**src/rtl/boot_arb_pkg.sv**
```systemverilog
// Shared definitions for the boot memory arbiter: port identifiers,
// round-robin state encodings and the default write-protect boundary.
package boot_arb_pkg;

  localparam logic PORT_A = 1'b0;
  localparam logic PORT_B = 1'b1;

  // Which port won the most recent granted cycle
  typedef enum logic {
    LAST_A = 1'b0,
    LAST_B = 1'b1
  } rr_state_t;

  localparam logic [7:0] DEFAULT_WP_LIMIT = 8'h20;

endpackage

```
**src/rtl/boot_memory_arbiter_if.sv**
```systemverilog
// Bundle of both requester ports and the memory-side bus of the boot
// memory arbiter. The slave modport is the arbiter's view; the master
// modport is the surrounding system (requesters plus memory).
interface boot_memory_arbiter_if #(
  parameter int BITS         = 16,
  parameter int ADDRESS_BITS = 8
);

  logic                    A_REQ;
  logic                    A_WR;
  logic [ADDRESS_BITS-1:0] A_ADDR;
  logic [BITS-1:0]         A_DIN;
  logic                    A_GNT;
  logic                    A_RVALID;
  logic [BITS-1:0]         A_DOUT;

  logic                    B_REQ;
  logic                    B_WR;
  logic [ADDRESS_BITS-1:0] B_ADDR;
  logic [BITS-1:0]         B_DIN;
  logic                    B_GNT;
  logic                    B_RVALID;
  logic [BITS-1:0]         B_DOUT;

  logic [ADDRESS_BITS-1:0] MEM_ADDRESS;
  logic [BITS-1:0]         MEM_DATA_IN;
  logic                    MEM_WR;
  logic [BITS-1:0]         MEM_DATA_OUT;
  logic                    WP_FAULT;

  modport slave (
    input  A_REQ, A_WR, A_ADDR, A_DIN,
    output A_GNT, A_RVALID, A_DOUT,
    input  B_REQ, B_WR, B_ADDR, B_DIN,
    output B_GNT, B_RVALID, B_DOUT,
    output MEM_ADDRESS, MEM_DATA_IN, MEM_WR,
    input  MEM_DATA_OUT,
    output WP_FAULT
  );

  modport master (
    output A_REQ, A_WR, A_ADDR, A_DIN,
    input  A_GNT, A_RVALID, A_DOUT,
    output B_REQ, B_WR, B_ADDR, B_DIN,
    input  B_GNT, B_RVALID, B_DOUT,
    input  MEM_ADDRESS, MEM_DATA_IN, MEM_WR,
    output MEM_DATA_OUT,
    input  WP_FAULT
  );

endinterface

```
**src/rtl/boot_arb_rr2.sv**
```systemverilog
// Two-way round-robin grant. Grants are combinational so the access is
// issued in the request cycle; the state remembers the last winner so a
// tie always goes to the other port.
module boot_arb_rr2
  import boot_arb_pkg::*;
(
  input  logic CLK,
  input  logic RST,
  input  logic a_req,
  input  logic b_req,
  output logic a_gnt,
  output logic b_gnt
);

  rr_state_t state_reg;

  assign a_gnt = a_req & (~b_req | (state_reg == LAST_B));
  assign b_gnt = b_req & (~a_req | (state_reg == LAST_A));

  // Track the last winner; idle cycles leave it untouched
  always_ff @(posedge CLK) begin
    if (RST) begin
      state_reg <= LAST_B;
    end else begin
      case (state_reg)
        LAST_A:  if (b_gnt) state_reg <= LAST_B;
        LAST_B:  if (a_gnt) state_reg <= LAST_A;
        default: state_reg <= LAST_B;
      endcase
    end
  end

endmodule

```
**src/rtl/boot_memory_arbiter.sv**
```systemverilog
// Shares one single-port sync-read boot memory between the CPU (port A)
// and the loader/DMA (port B). Holds the address/data/write muxes, the
// read-return tags and optional port-A write protection, enabled by
// defining BOOT_ARB_WP_EN.
module boot_memory_arbiter
  import boot_arb_pkg::*;
#(
  parameter int                      BITS         = 16,
  parameter int                      ADDRESS_BITS = 8,
  parameter logic [ADDRESS_BITS-1:0] WP_LIMIT     = ADDRESS_BITS'(DEFAULT_WP_LIMIT)
) (
  input  logic                  CLK,
  input  logic                  RST,
  boot_memory_arbiter_if.slave  bus
);

`ifdef BOOT_ARB_WP_EN
  localparam bit WP_ENABLE = 1'b1;
`else
  localparam bit WP_ENABLE = 1'b0;
`endif

  logic                    a_gnt;
  logic                    b_gnt;
  logic                    sel;
  logic                    a_blocked;
  logic [ADDRESS_BITS-1:0] addr_hold_reg;
  logic                    a_rvalid_reg;
  logic                    b_rvalid_reg;
  logic                    wp_fault_reg;

  // Requests are masked during reset so no memory access is issued then
  boot_arb_rr2 u_rr2 (
    .CLK   (CLK),
    .RST   (RST),
    .a_req (bus.A_REQ & ~RST),
    .b_req (bus.B_REQ & ~RST),
    .a_gnt (a_gnt),
    .b_gnt (b_gnt)
  );

  assign sel = b_gnt ? PORT_B : PORT_A;

  // A protected port-A write still consumes its slot; only the strobe is dropped.
  // Without write protection this term is constant 0, so WP_FAULT is tied low.
  assign a_blocked = WP_ENABLE && a_gnt && bus.A_WR && (bus.A_ADDR < WP_LIMIT);

  assign bus.A_GNT       = a_gnt;
  assign bus.B_GNT       = b_gnt;
  assign bus.MEM_ADDRESS = (a_gnt | b_gnt) ? ((sel == PORT_B) ? bus.B_ADDR : bus.A_ADDR)
                                           : addr_hold_reg;
  assign bus.MEM_DATA_IN = (sel == PORT_B) ? bus.B_DIN : bus.A_DIN;
  assign bus.MEM_WR      = (a_gnt & bus.A_WR & ~a_blocked) | (b_gnt & bus.B_WR);

  // Both ports see the raw memory output; RVALID says whose it is.
  // Reset also masks an already-tagged return in the reset cycle.
  assign bus.A_DOUT   = bus.MEM_DATA_OUT;
  assign bus.B_DOUT   = bus.MEM_DATA_OUT;
  assign bus.A_RVALID = a_rvalid_reg & ~RST;
  assign bus.B_RVALID = b_rvalid_reg & ~RST;
  assign bus.WP_FAULT = wp_fault_reg;

  // Address hold, read-return tags and write-protect fault pulse
  always_ff @(posedge CLK) begin
    if (RST) begin
      addr_hold_reg <= '0;
      a_rvalid_reg  <= 1'b0;
      b_rvalid_reg  <= 1'b0;
      wp_fault_reg  <= 1'b0;
    end else begin
      if (a_gnt | b_gnt) begin
        addr_hold_reg <= bus.MEM_ADDRESS;
      end
      a_rvalid_reg <= a_gnt & ~bus.A_WR;
      b_rvalid_reg <= b_gnt & ~bus.B_WR;
      wp_fault_reg <= a_blocked;
    end
  end

endmodule
```
**src/flat_wrapper.sv**
```systemverilog
// flat-port wrapper written by rule: the top's interface ports become plain ports
module boot_memory_arbiter_flat import boot_arb_pkg::*;
#(
  parameter int                      BITS         = 16,
  parameter int                      ADDRESS_BITS = 8,
  parameter logic [ADDRESS_BITS-1:0] WP_LIMIT     = ADDRESS_BITS'(DEFAULT_WP_LIMIT)
)
  (CLK, RST, bus_A_REQ, bus_A_WR, bus_A_ADDR, bus_A_DIN, bus_A_GNT, bus_A_RVALID, bus_A_DOUT, bus_B_REQ, bus_B_WR, bus_B_ADDR, bus_B_DIN, bus_B_GNT, bus_B_RVALID, bus_B_DOUT, bus_MEM_ADDRESS, bus_MEM_DATA_IN, bus_MEM_WR, bus_MEM_DATA_OUT, bus_WP_FAULT);
  boot_memory_arbiter_if #(.BITS(BITS), .ADDRESS_BITS(ADDRESS_BITS)) bus_i ();
  input  logic CLK;
  input  logic RST;
  input wire logic [$bits(bus_i.A_REQ)-1:0] bus_A_REQ;
  input wire logic [$bits(bus_i.A_WR)-1:0] bus_A_WR;
  input wire logic [$bits(bus_i.A_ADDR)-1:0] bus_A_ADDR;
  input wire logic [$bits(bus_i.A_DIN)-1:0] bus_A_DIN;
  output wire logic [$bits(bus_i.A_GNT)-1:0] bus_A_GNT;
  output wire logic [$bits(bus_i.A_RVALID)-1:0] bus_A_RVALID;
  output wire logic [$bits(bus_i.A_DOUT)-1:0] bus_A_DOUT;
  input wire logic [$bits(bus_i.B_REQ)-1:0] bus_B_REQ;
  input wire logic [$bits(bus_i.B_WR)-1:0] bus_B_WR;
  input wire logic [$bits(bus_i.B_ADDR)-1:0] bus_B_ADDR;
  input wire logic [$bits(bus_i.B_DIN)-1:0] bus_B_DIN;
  output wire logic [$bits(bus_i.B_GNT)-1:0] bus_B_GNT;
  output wire logic [$bits(bus_i.B_RVALID)-1:0] bus_B_RVALID;
  output wire logic [$bits(bus_i.B_DOUT)-1:0] bus_B_DOUT;
  output wire logic [$bits(bus_i.MEM_ADDRESS)-1:0] bus_MEM_ADDRESS;
  output wire logic [$bits(bus_i.MEM_DATA_IN)-1:0] bus_MEM_DATA_IN;
  output wire logic [$bits(bus_i.MEM_WR)-1:0] bus_MEM_WR;
  input wire logic [$bits(bus_i.MEM_DATA_OUT)-1:0] bus_MEM_DATA_OUT;
  output wire logic [$bits(bus_i.WP_FAULT)-1:0] bus_WP_FAULT;
  assign bus_i.A_REQ = bus_A_REQ;
  assign bus_i.A_WR = bus_A_WR;
  assign bus_i.A_ADDR = bus_A_ADDR;
  assign bus_i.A_DIN = bus_A_DIN;
  assign bus_A_GNT = bus_i.A_GNT;
  assign bus_A_RVALID = bus_i.A_RVALID;
  assign bus_A_DOUT = bus_i.A_DOUT;
  assign bus_i.B_REQ = bus_B_REQ;
  assign bus_i.B_WR = bus_B_WR;
  assign bus_i.B_ADDR = bus_B_ADDR;
  assign bus_i.B_DIN = bus_B_DIN;
  assign bus_B_GNT = bus_i.B_GNT;
  assign bus_B_RVALID = bus_i.B_RVALID;
  assign bus_B_DOUT = bus_i.B_DOUT;
  assign bus_MEM_ADDRESS = bus_i.MEM_ADDRESS;
  assign bus_MEM_DATA_IN = bus_i.MEM_DATA_IN;
  assign bus_MEM_WR = bus_i.MEM_WR;
  assign bus_i.MEM_DATA_OUT = bus_MEM_DATA_OUT;
  assign bus_WP_FAULT = bus_i.WP_FAULT;
  boot_memory_arbiter #(.BITS(BITS), .ADDRESS_BITS(ADDRESS_BITS), .WP_LIMIT(WP_LIMIT)) u_core (.CLK(CLK), .RST(RST), .bus(bus_i));
endmodule
```
**config.mk**
```make
export PLATFORM = sky130hd
export DESIGN_NAME = boot_memory_arbiter_flat
export DESIGN_NICKNAME = d
export VERILOG_FILES = /design/src/rtl/boot_arb_pkg.sv /design/src/rtl/boot_memory_arbiter_if.sv /design/src/rtl/boot_arb_rr2.sv /design/src/rtl/boot_memory_arbiter.sv /design/src/flat_wrapper.sv
export SDC_FILE = /design/constraint.sdc
export NUM_CORES = 1
export LEC_CHECK = 0
export ABC_AREA = 1
export CORE_AREA = 2 2 58 60
export CTS_CLUSTER_DIAMETER = 100
export DETAILED_ROUTE_END_ITERATION = 8
export DIE_AREA = 0 0 60 62
export DONT_BUFFER_PORTS = 1
export GPL_ROUTABILITY_DRIVEN = 0
export PLACE_DENSITY_LB_ADDON = 0.15
export SLEW_MARGIN = 15
export SYNTH_ARGS = -nofsm -noshare
export SYNTH_HDL_FRONTEND = slang
export SYNTH_SLANG_ARGS = --single-unit
```
**constraint.sdc**
```tcl
create_clock -name CLK -period 1.7 [get_ports CLK]
set_clock_uncertainty 0.2 [all_clocks]
set_input_delay 0.17 -clock CLK [delete_from_list [all_inputs] [get_ports CLK]]
set_output_delay 0.17 -clock CLK [all_outputs]
set_load 0.02 [all_outputs]
```
==> flow_summary.toml, run 1 <==
[job]
max-cap-violations = 0

[global_routing]
grt_antenna_before_repair = 0
overflow = 0
grt_pass1_vias = 879
grt_first_pass_wirelength_mm = 3.91
maximum_number_of_pins_on_one_net_before_global_route_repair = 19
grt_usage_pct = 14.2

[clock_network]
cts.root.buffer_cell = "clkbuf_4"
ctsLongestPathBuffers = 2
clock_latency_ps = 260
clock_tree.htree_level_count = 1
tritoncts = "built"
cts_num_sinks = 11
clkSlewWorstSetupHoldPaths_ps = 70
count_of_buffers_added_by_post_cts_timing_repair_for_setup = 0
cts_inserted_buffers = 3

[hold_path]
timing.hold.worst.class = "in2reg"

[synthesis]
synthesis.area_per_instance_um2 = 6.23
post_synth_inst_count = 177
netlist_top_cells_area = "buf_4 (23%), nand2_1 (23%), dfxtp_1 (20%)"
mappedNetlistArea_um2 = 1100
synthesis.yosys.warnings = 0
ys_ff_latch = 11
synth.net_count = 247
synth_cell_types = 21
yosys.area.top_type_share_pct = 23.1
synth_sequential_area_ratio_pct = 20.0
synth_largest_area_cell = "buf_4"

[finish]
layout.cells.most_common_list = "nand2_1 (50), nand2_2 (22), nor2_1 (11)"
post_route_cells_drive_above_1_share_pct = 32.7
finish.utilization_pct = 34.0
final.fill_count = 370
antenna_cells_inserted = 0
layout.cells.most_common = "nand2_1"
largest_register_ff_count = 8
layout-area-overhead-vs-synth_pct = -2.15
fin_nets = 227

[sta]
finalSetupViolCount = 0
worst_hold_slack_ps = -19.6
drv_slew = 0
timing.final.hold_violations = 5
layout_min_cycle_time_ps = 1610
grt_setup_unrepaired = "no"
layout_worst_path_cycle_share_pct = 94.7
maxClockFrequency_mhz = 621

[power]
leakagePower_nw = 0.544
sequentialPowerShare_pct = 37.5
power.density_cell_area_nw_per_um2 = 701
share_comb_of_total_power_pct = 39.2
switching_power_mw = 0.298
swShare_pct = 39.3
power_report.internal_total_mw = 0.459
p_clk_share_pct = 23.3
ir_worst_vdd_mv = 0.147

[route]
detailedRoute.firstIterationViolations = 49
route.detailed.drc = 0
post_drt_via_cell_ratio = 4.83
drt.antenna.violating_nets = 0
wire_length_after_detailed_routing_mm = 2.79
detail_route.wl_per_cell_um = 13.8
via_count = 975
dr.pass1.iters = 4

[die]
top_level_ports = 132
chipWidth_um = 60
chipHeight_um = 62
fp_rows = 21
fp.coreArea_um2 = 3180
design.die.area_um2 = 3720
start_util_pct = 34.7

[worst_setup_path]
timing_worst_setup_path_type = "reg2out"
timing.critical_path.required_ps = 1330
endpoint_kind = "output port"
timing.critical_path.fanout_max = 6
setup.worst_path.start_class = "register"
cp.arrival_ps = 1240

[status]
run_status = "finished, violations left"
failing_checks = "negative hold slack"

[placed_design]
detailed_placement_wirelength_estimate_mm = 1.99
port_buffers = 0
[layer usage]
metal  global-route usage [%]  part of all wire (%)  vias up
met2                     28.4                    53       67
met5                        0                     0        -
met3                     2.90                   9.6        4
met4                     6.35                   1.1        0
li1                         -                     -      466
met1                     13.9                    36      438
[worst max-delay path: stages (launching register included)]
cell and delay (ps):
dfxtp_2 350, nand2_4 120, nand3_4 150, nand2_1 120, nand3_2 70, nand2_2 100, inv_2 70
[path summary, 6_finish.rpt]
kind                                         startpoint                       to  slack, ps  cells past startpoint
worst min-delay path                      bus_A_ADDR[2]  u_core.addr_hold_reg[2]        -20                      4
worst min register to register  u_core.addr_hold_reg[7]  u_core.addr_hold_reg[7]        360                      3
worst max register to register   u_core.u_rr2.state_reg      u_core.a_rvalid_reg        200                      5
worst max-delay path             u_core.u_rr2.state_reg       bus_MEM_ADDRESS[5]         90                      6
[cell usage after synthesis]
| cell type | instances |
|---|---|
| nand3_2 | 3 |
| clkbuf_1 | 1 |
| or2_0 | 2 |
| buf_8 | 1 |
| nand2_4 | 1 |
| nand4_1 | 8 |
| nand3_4 | 1 |
| buf_2 | 2 |
| nor2_1 | 11 |
| conb_1 | 1 |
| buf_4 | 34 |
| o211ai_1 | 1 |
| buf_6 | 2 |
| or2_2 | 6 |
| inv_2 | 2 |
| inv_1 | 12 |
| nand2_2 | 4 |
| nor2_2 | 1 |
| nand2_1 | 67 |
| nand3_1 | 6 |
| dfxtp_1 | 11 |
[cells by family (layout without fill, tap and decap cells)]
kind of cell,Yosys count,in the layout,synth area share [%]
compound gates,1,1,0.681
buf+inv,54,31,32.5
other cells,1,1,0.340
flops,11,11,20.0
simple gates,110,112,46.5
[stage by stage]
step	setup slack (ps)	instance area [um^2]	power, mW	TNS, ps	instances
after floorplan	310	1100	0.634	0	177
after global placement	250	877	0.534	0	186
after detailed placement	177	877	0.537	0	186
after CTS	-19.8	1010	0.747	-19.8	195
after global routing	2.44	1080	0.810	0	202
final	90.6	1080	0.757	0	202
[power groups by stage]
stage,clock network (mW),registers (mW),logic [mW]
after detailed placement,0,0.289,0.248
after CTS,0.188,0.283,0.276
after global placement,0,0.288,0.246
after floorplan,0,0.288,0.346
final,0.176,0.284,0.297
after global routing,0.198,0.286,0.326
[layout make-up]
| class | instances | area [um^2] | share of cell area (%) |
|---|---|---|---|
| clock buffers | 4 | 26.3 | 2.43 |
| multi-input cells | 114 | 591 | 54.7 |
| inverters | 14 | 57.6 | 5.33 |
| well taps | 46 | 57.6 | 5.33 |
| flip-flops and latches | 11 | 221 | 20.5 |
| repair buffers | 12 | 120 | 11.1 |
| repair inverters | 1 | 6.26 | 0.579 |
[what timing repair did]
action,4_1_cts,5_1_grt
endpoints found under the setup margin,18,25
hold endpoints to repair,11,8
pin swaps,0,3
hold buffers,5,4
resized for setup,21,10
gates cloned,0,3
Note: power is estimated with default switching activity, not from simulation.
==> run 2: changes to the inputs <==
PLACE_DENSITY_LB_ADDON = 0.05   (was 0.15)
==> run 2 against run 1 <==
Effect of this change:
- design area increased by 8.5%
- first-iteration DRC count is 12% lower
- register-to-register slack about the same
- global-route usage rose by 0.28 points
- critical endpoint is now bus_MEM_ADDRESS[3]
- critical path type unchanged
- the flow now finishes without violations
- highest routed layer unchanged
==> flow_summary.toml, run 2 (synthesis results as in run 1) <==
[status]
run_status = "finished clean"

[die]
fp.coreArea_um2 = 3180
chipHeight_um = 62
start_util_pct = 34.7
design.die.area_um2 = 3720
chipWidth_um = 60
fp_rows = 21
top_level_ports = 132

[finish]
final-instance-count-excl-fill = 211
layout.cells.most_common_list = "nand2_1 (47), nand2_2 (25), dlygate4sd3_1 (16)"
fin_nets = 236
antenna_cells_inserted = 0
largest_register_ff_count = 8
final.fill_count = 357
multi_input_logic_area_um2 = 598
seqCellArea_um2 = 221
post_route_cells_drive_above_1_share_pct = 35.2
layout-area-overhead-vs-synth_pct = 6.12
layout.cells.most_common = "nand2_1"
postLayoutCellArea_um2 = 1170

[worst_setup_path]
timing.critical_path.buf_inv = 1
r2r_setup_slack_ps = 190
cp_num_cells = 6
timing.critical_path.fanout_max = 6
timing_worst_setup_path_type = "reg2out"
worst_path_largest_cell_delay_ps = 350
worstPathCellList = "nand2_4, nand3_4, nand2_2, nand3_2, nand2_2, inv_2"
path_common_cell = "nand2_2"
ff2ff_path_depth = 5
timing.critical_path.required_ps = 1330
cp.arrival_ps = 1250
worst_path_max_delay_cell = "dfxtp_2"
timing.critical_path.max_delay_family = "simple AND/OR/NAND/NOR gates"
setup.worst_path.start_class = "register"
endpoint_kind = "output port"

[sta]
drv_slew = 0
grt_setup_unrepaired = "yes"
timing.final.ws_setup_ps = 79.0
layout_worst_path_cycle_share_pct = 95.4
timing.final.hold_violations = 0
layout_min_cycle_time_ps = 1620
maxClockFrequency_mhz = 617
setup_tns_ps = 0
finalSetupViolCount = 0
worst_hold_slack_ps = 16.0

[placed_design]
detailed_placement_wirelength_estimate_mm = 1.94
preCtsSetupSlack_ps = 119
dpl_cell_area_um2 = 877
place.detailed.instances = 186
port_buffers = 0

[clock_network]
cts_num_sinks = 11
clock_latency_ps = 270
clkSlewWorstSetupHoldPaths_ps = 80
clock_tree.htree_level_count = 1
cts.root.buffer_cell = "clkbuf_4"
ctsLongestPathBuffers = 2
tritoncts = "built"
cts_inserted_buffers = 3

[route]
via_count = 1000
detail_route.wl_per_cell_um = 13.0
drt.antenna.violating_nets = 0
dr.pass1.iters = 2
detailedRoute.firstIterationViolations = 43
post_drt_via_cell_ratio = 4.74
route.detailed.drc = 0
wire_length_after_detailed_routing_mm = 2.75

[power]
switching_power_mw = 0.305
power_report.internal_total_mw = 0.475
ir_worst_vdd_mv = 0.158
p_clk_share_pct = 22.9
swShare_pct = 39.1
leakagePower_nw = 0.578
power.density_cell_area_nw_per_um2 = 666
sequentialPowerShare_pct = 36.4
share_comb_of_total_power_pct = 40.7

[global_routing]
grt_usage_pct = 14.5
overflow = 0
grt_pass1_vias = 895
grt_antenna_before_repair = 0
grt_first_pass_wirelength_mm = 3.90
maximum_number_of_pins_on_one_net_before_global_route_repair = 17

[job]
max-cap-violations = 0

[hold_path]
hold_depth = 3
timing.hold.worst.class = "in2reg"
## run 2: timing repair
item | 4_1_cts | 5_1_grt
setup endpoints to repair | 24 | 25
hold buffers | 16 | 0
pin swaps | 2 | 4
endpoints found under the hold margin | 11 | 0
setup buffers | 1 | 1
gates cloned | 2 | 1
gates resized for setup | 10 | 25
## run 2: final timing paths
check,startpoint,to
worst max-delay path,u_core.u_rr2.state_reg,bus_MEM_ADDRESS[3]
worst min-delay path,bus_B_REQ,u_core.b_rvalid_reg
worst max register to register,u_core.u_rr2.state_reg,u_core.a_rvalid_reg
worst min register to register,u_core.addr_hold_reg[1],u_core.addr_hold_reg[1]
## run 2: final cells by class
type / count / share of cell area [%]
clock buffers: 4 / 2.24
inverters: 14 / 4.91
multi-input cells: 114 / 51.1
flip-flops and latches: 11 / 18.9
well taps: 46 / 4.91
repair buffers: 21 / 17.2
repair inverters: 1 / 0.748
## run 2: worst reg2reg max path: stages (launching register included)
cell	delay [ps]
dfxtp_2	370
inv_1	60
nand2_1	70
nand3_1	90
nor2_1	110
dlygate4sd3_1	550
## run 2: power groups by stage
| stage | Clock, mW | Combinational [mW] | Sequential (mW) |
|---|---|---|---|
| 3_5_place_dp | 0 | 0.247 | 0.289 |
| 4_1_cts | 0.194 | 0.297 | 0.283 |
| 6_report | 0.178 | 0.318 | 0.284 |
| 3_3_place_gp | 0 | 0.247 | 0.288 |
| 5_1_grt | 0.207 | 0.350 | 0.286 |
| 2_1_floorplan | 0 | 0.346 | 0.288 |
## run 2: stage by stage
stage / utilization (%) / total power [mW]
CTS: 35.1 / 0.773
global placement: 27.6 / 0.535
finish: 36.8 / 0.780
global route: 36.8 / 0.844
floorplan: - / 0.634
detailed placement: 27.6 / 0.536
## run 2: routing by layer
layer	vias up	global-route usage [%]	routed length [um]
met4	0	7.94	33
met5	-	0	0
met1	429	13.9	981
met2	76	28.3	1470
met3	4	3.31	267
li1	491	-	-
==> run 3: changes to the inputs <==
TNS_END_PERCENT = 5   (was default)
clock period = 1.8 ns   (was 1.7 ns; I/O delays follow)
==> run 3 against run 2 <==
Effect of this change:
- design area is 7.1% lower
- register-to-register slack worse by 130 ps
- hold slack improved by 20 ps
- first-iteration DRC count shrank 63%
- critical endpoint is now u_core.addr_hold_reg[3]
- core utilization fell by 2.6 points
- clock power fell by 4%
- cell count decreased by 2.4%
- combinational power is 13% lower
==> flow_summary.toml, run 3 (synthesis results as in run 1) <==
[die]
chipHeight_um = 62
top_level_ports = 132
start_util_pct = 34.7
design.die.area_um2 = 3720
chipWidth_um = 60
fp_rows = 21
fp.coreArea_um2 = 3180

[worst_setup_path]
endpoint_kind = "register"
crit-reg2reg-capture = "u_core.addr_hold_reg[3]"
setup.worst_path.start_class = "register"
timing_worst_setup_path_type = "reg2reg"
r2r_setup_slack_ps = 60
ff2ff_path_depth = 7
cp.arrival_ps = 1690
worst_path_max_delay_cell = "dlygate4sd3_1"
worst_path_largest_cell_delay_ps = 550
reg2reg_from = "u_core.u_rr2.state_reg"
timing.critical_path.required_ps = 1760
worstPathCellList = "nand2_4, buf_4, nand4_1, nand3_2, nand2_1, nor2_1, dlygate4sd3_1"
timing.critical_path.fanout_max = 6

[sta]
grt_setup_unrepaired = "yes"
finalSetupViolCount = 0
timing.final.hold_violations = 0
layout_worst_path_cycle_share_pct = 96.5
worst_hold_slack_ps = 36.2
timing.final.ws_setup_ps = 63.4
drv_slew = 0
layout_min_cycle_time_ps = 1740
maxClockFrequency_mhz = 576

[clock_network]
cts_inserted_buffers = 3
tritoncts = "built"
cts.root.buffer_cell = "clkbuf_4"
cts_num_sinks = 11
clock_tree.htree_level_count = 1
clkSlewWorstSetupHoldPaths_ps = 80
clock_latency_ps = 260
ctsLongestPathBuffers = 2

[status]
run_status = "finished clean"

[global_routing]
grt_antenna_before_repair = 0
grt_first_pass_wirelength_mm = 3.65
grt_usage_pct = 13.3
overflow = 0
maximum_number_of_pins_on_one_net_before_global_route_repair = 19
grt_pass1_vias = 815

[hold_path]
timing.hold.worst.class = "in2reg"
hold_depth = 4
source_of_the_worst_hold_timing_path = "bus_B_ADDR[0]"
hold_end = "u_core.addr_hold_reg[0]"

[power]
ir_worst_vdd_mv = 0.156
leakagePower_nw = 0.581
power.density_cell_area_nw_per_um2 = 657

[placed_design]
preCtsSetupSlack_ps = 271
port_buffers = 0
detailed_placement_wirelength_estimate_mm = 1.92

[finish]
layout.cells.most_common = "nand2_1"
largest_register_ff_count = 8
layout.cells.most_common_list = "nand2_1 (67), dlygate4sd3_1 (14), inv_1 (11), nor2_1 (11), dfxtp_1 (10)"
fin_nets = 231
antenna_cells_inserted = 0
final.fill_count = 371
layout-area-overhead-vs-synth_pct = -1.36
post_route_cells_drive_above_1_share_pct = 17.5

[route]
wire_length_after_detailed_routing_mm = 2.59
route.detailed.drc = 0
met3_length_um = 290
route.met2.wl_mm = 1.31
drt.antenna.violating_nets = 0
detailedRoute.firstIterationViolations = 16
detail_route.wl_per_cell_um = 12.6
post_drt_via_cell_ratio = 4.68
dr.pass1.iters = 3
wl_met1_um = 956
via_count = 965
top_sig_layer = "met4"

[job]
max-cap-violations = 0
run 3: worst max-delay path by stage:
stage / end / slack (ps) / cells past startpoint / start
floorplan: bus_MEM_DATA_IN[10] / 400 / 6 / u_core.u_rr2.state_reg
finish: u_core.addr_hold_reg[3] / 60 / 7 / u_core.u_rr2.state_reg
global route: u_core.addr_hold_reg[7] / -20 / 7 / u_core.u_rr2.state_reg
detailed placement: bus_MEM_DATA_IN[5] / 270 / 5 / u_core.u_rr2.state_reg
global placement: bus_MEM_WR / 290 / 5 / u_core.u_rr2.state_reg
CTS: u_core.addr_hold_reg[7] / 10 / 7 / u_core.u_rr2.state_reg
run 3: timing repair:
action	CTS	global route
hold endpoints to repair	11	0
gates cloned	0	1
endpoints found under the setup margin	16	24
setup buffers	0	2
hold buffers	14	0
resized for setup	2	3
pin swaps	0	2
run 3: where the power goes:
group,internal (mW),total [mW],switching (mW),leakage [nW]
logic,0.0944,0.277,0.183,0.475
clock network,0.0856,0.171,0.0851,0.0150
registers,0.263,0.267,0.00468,0.0909
run 3: area by class of cell:
type / count / area, um^2 / share of cell area, %
Multi-Input combinational cell: 113 / 542 / 49.8
Sequential cell: 11 / 221 / 20.3
Timing Repair Buffer: 18 / 186 / 17.1
Tap cell: 46 / 57.6 / 5.29
Inverter: 14 / 55.1 / 5.06
Clock buffer: 4 / 26.3 / 2.41
run 3: critical path: cells and delay by family (launching register included):
kind                   cells  cell delay (ps)
buffers and inverters      2              700
flip-flops                 1              350
AND/OR/NAND/NOR            5              370
run 3: per-stage QoR:
stage               setup TNS [ps]  power [mW]  area (um^2)  std cells  utilization (%)
floorplan                        0       0.598         1100        177                -
global placement                 0       0.504          870        185             27.4
detailed placement               0       0.506          870        185             27.4
CTS                              0       0.716         1040        203             32.8
global route                 -32.7       0.766         1090        206             34.2
finish                           0       0.715         1090        206             34.2
run 3: layer usage:
metal | up-vias | global-route usage [%]
met1 | 412 | 13.1
met4 | 0 | 6.98
met5 | - | 0
met2 | 74 | 25.6
met3 | 4 | 3.31
li1 | 475 | -
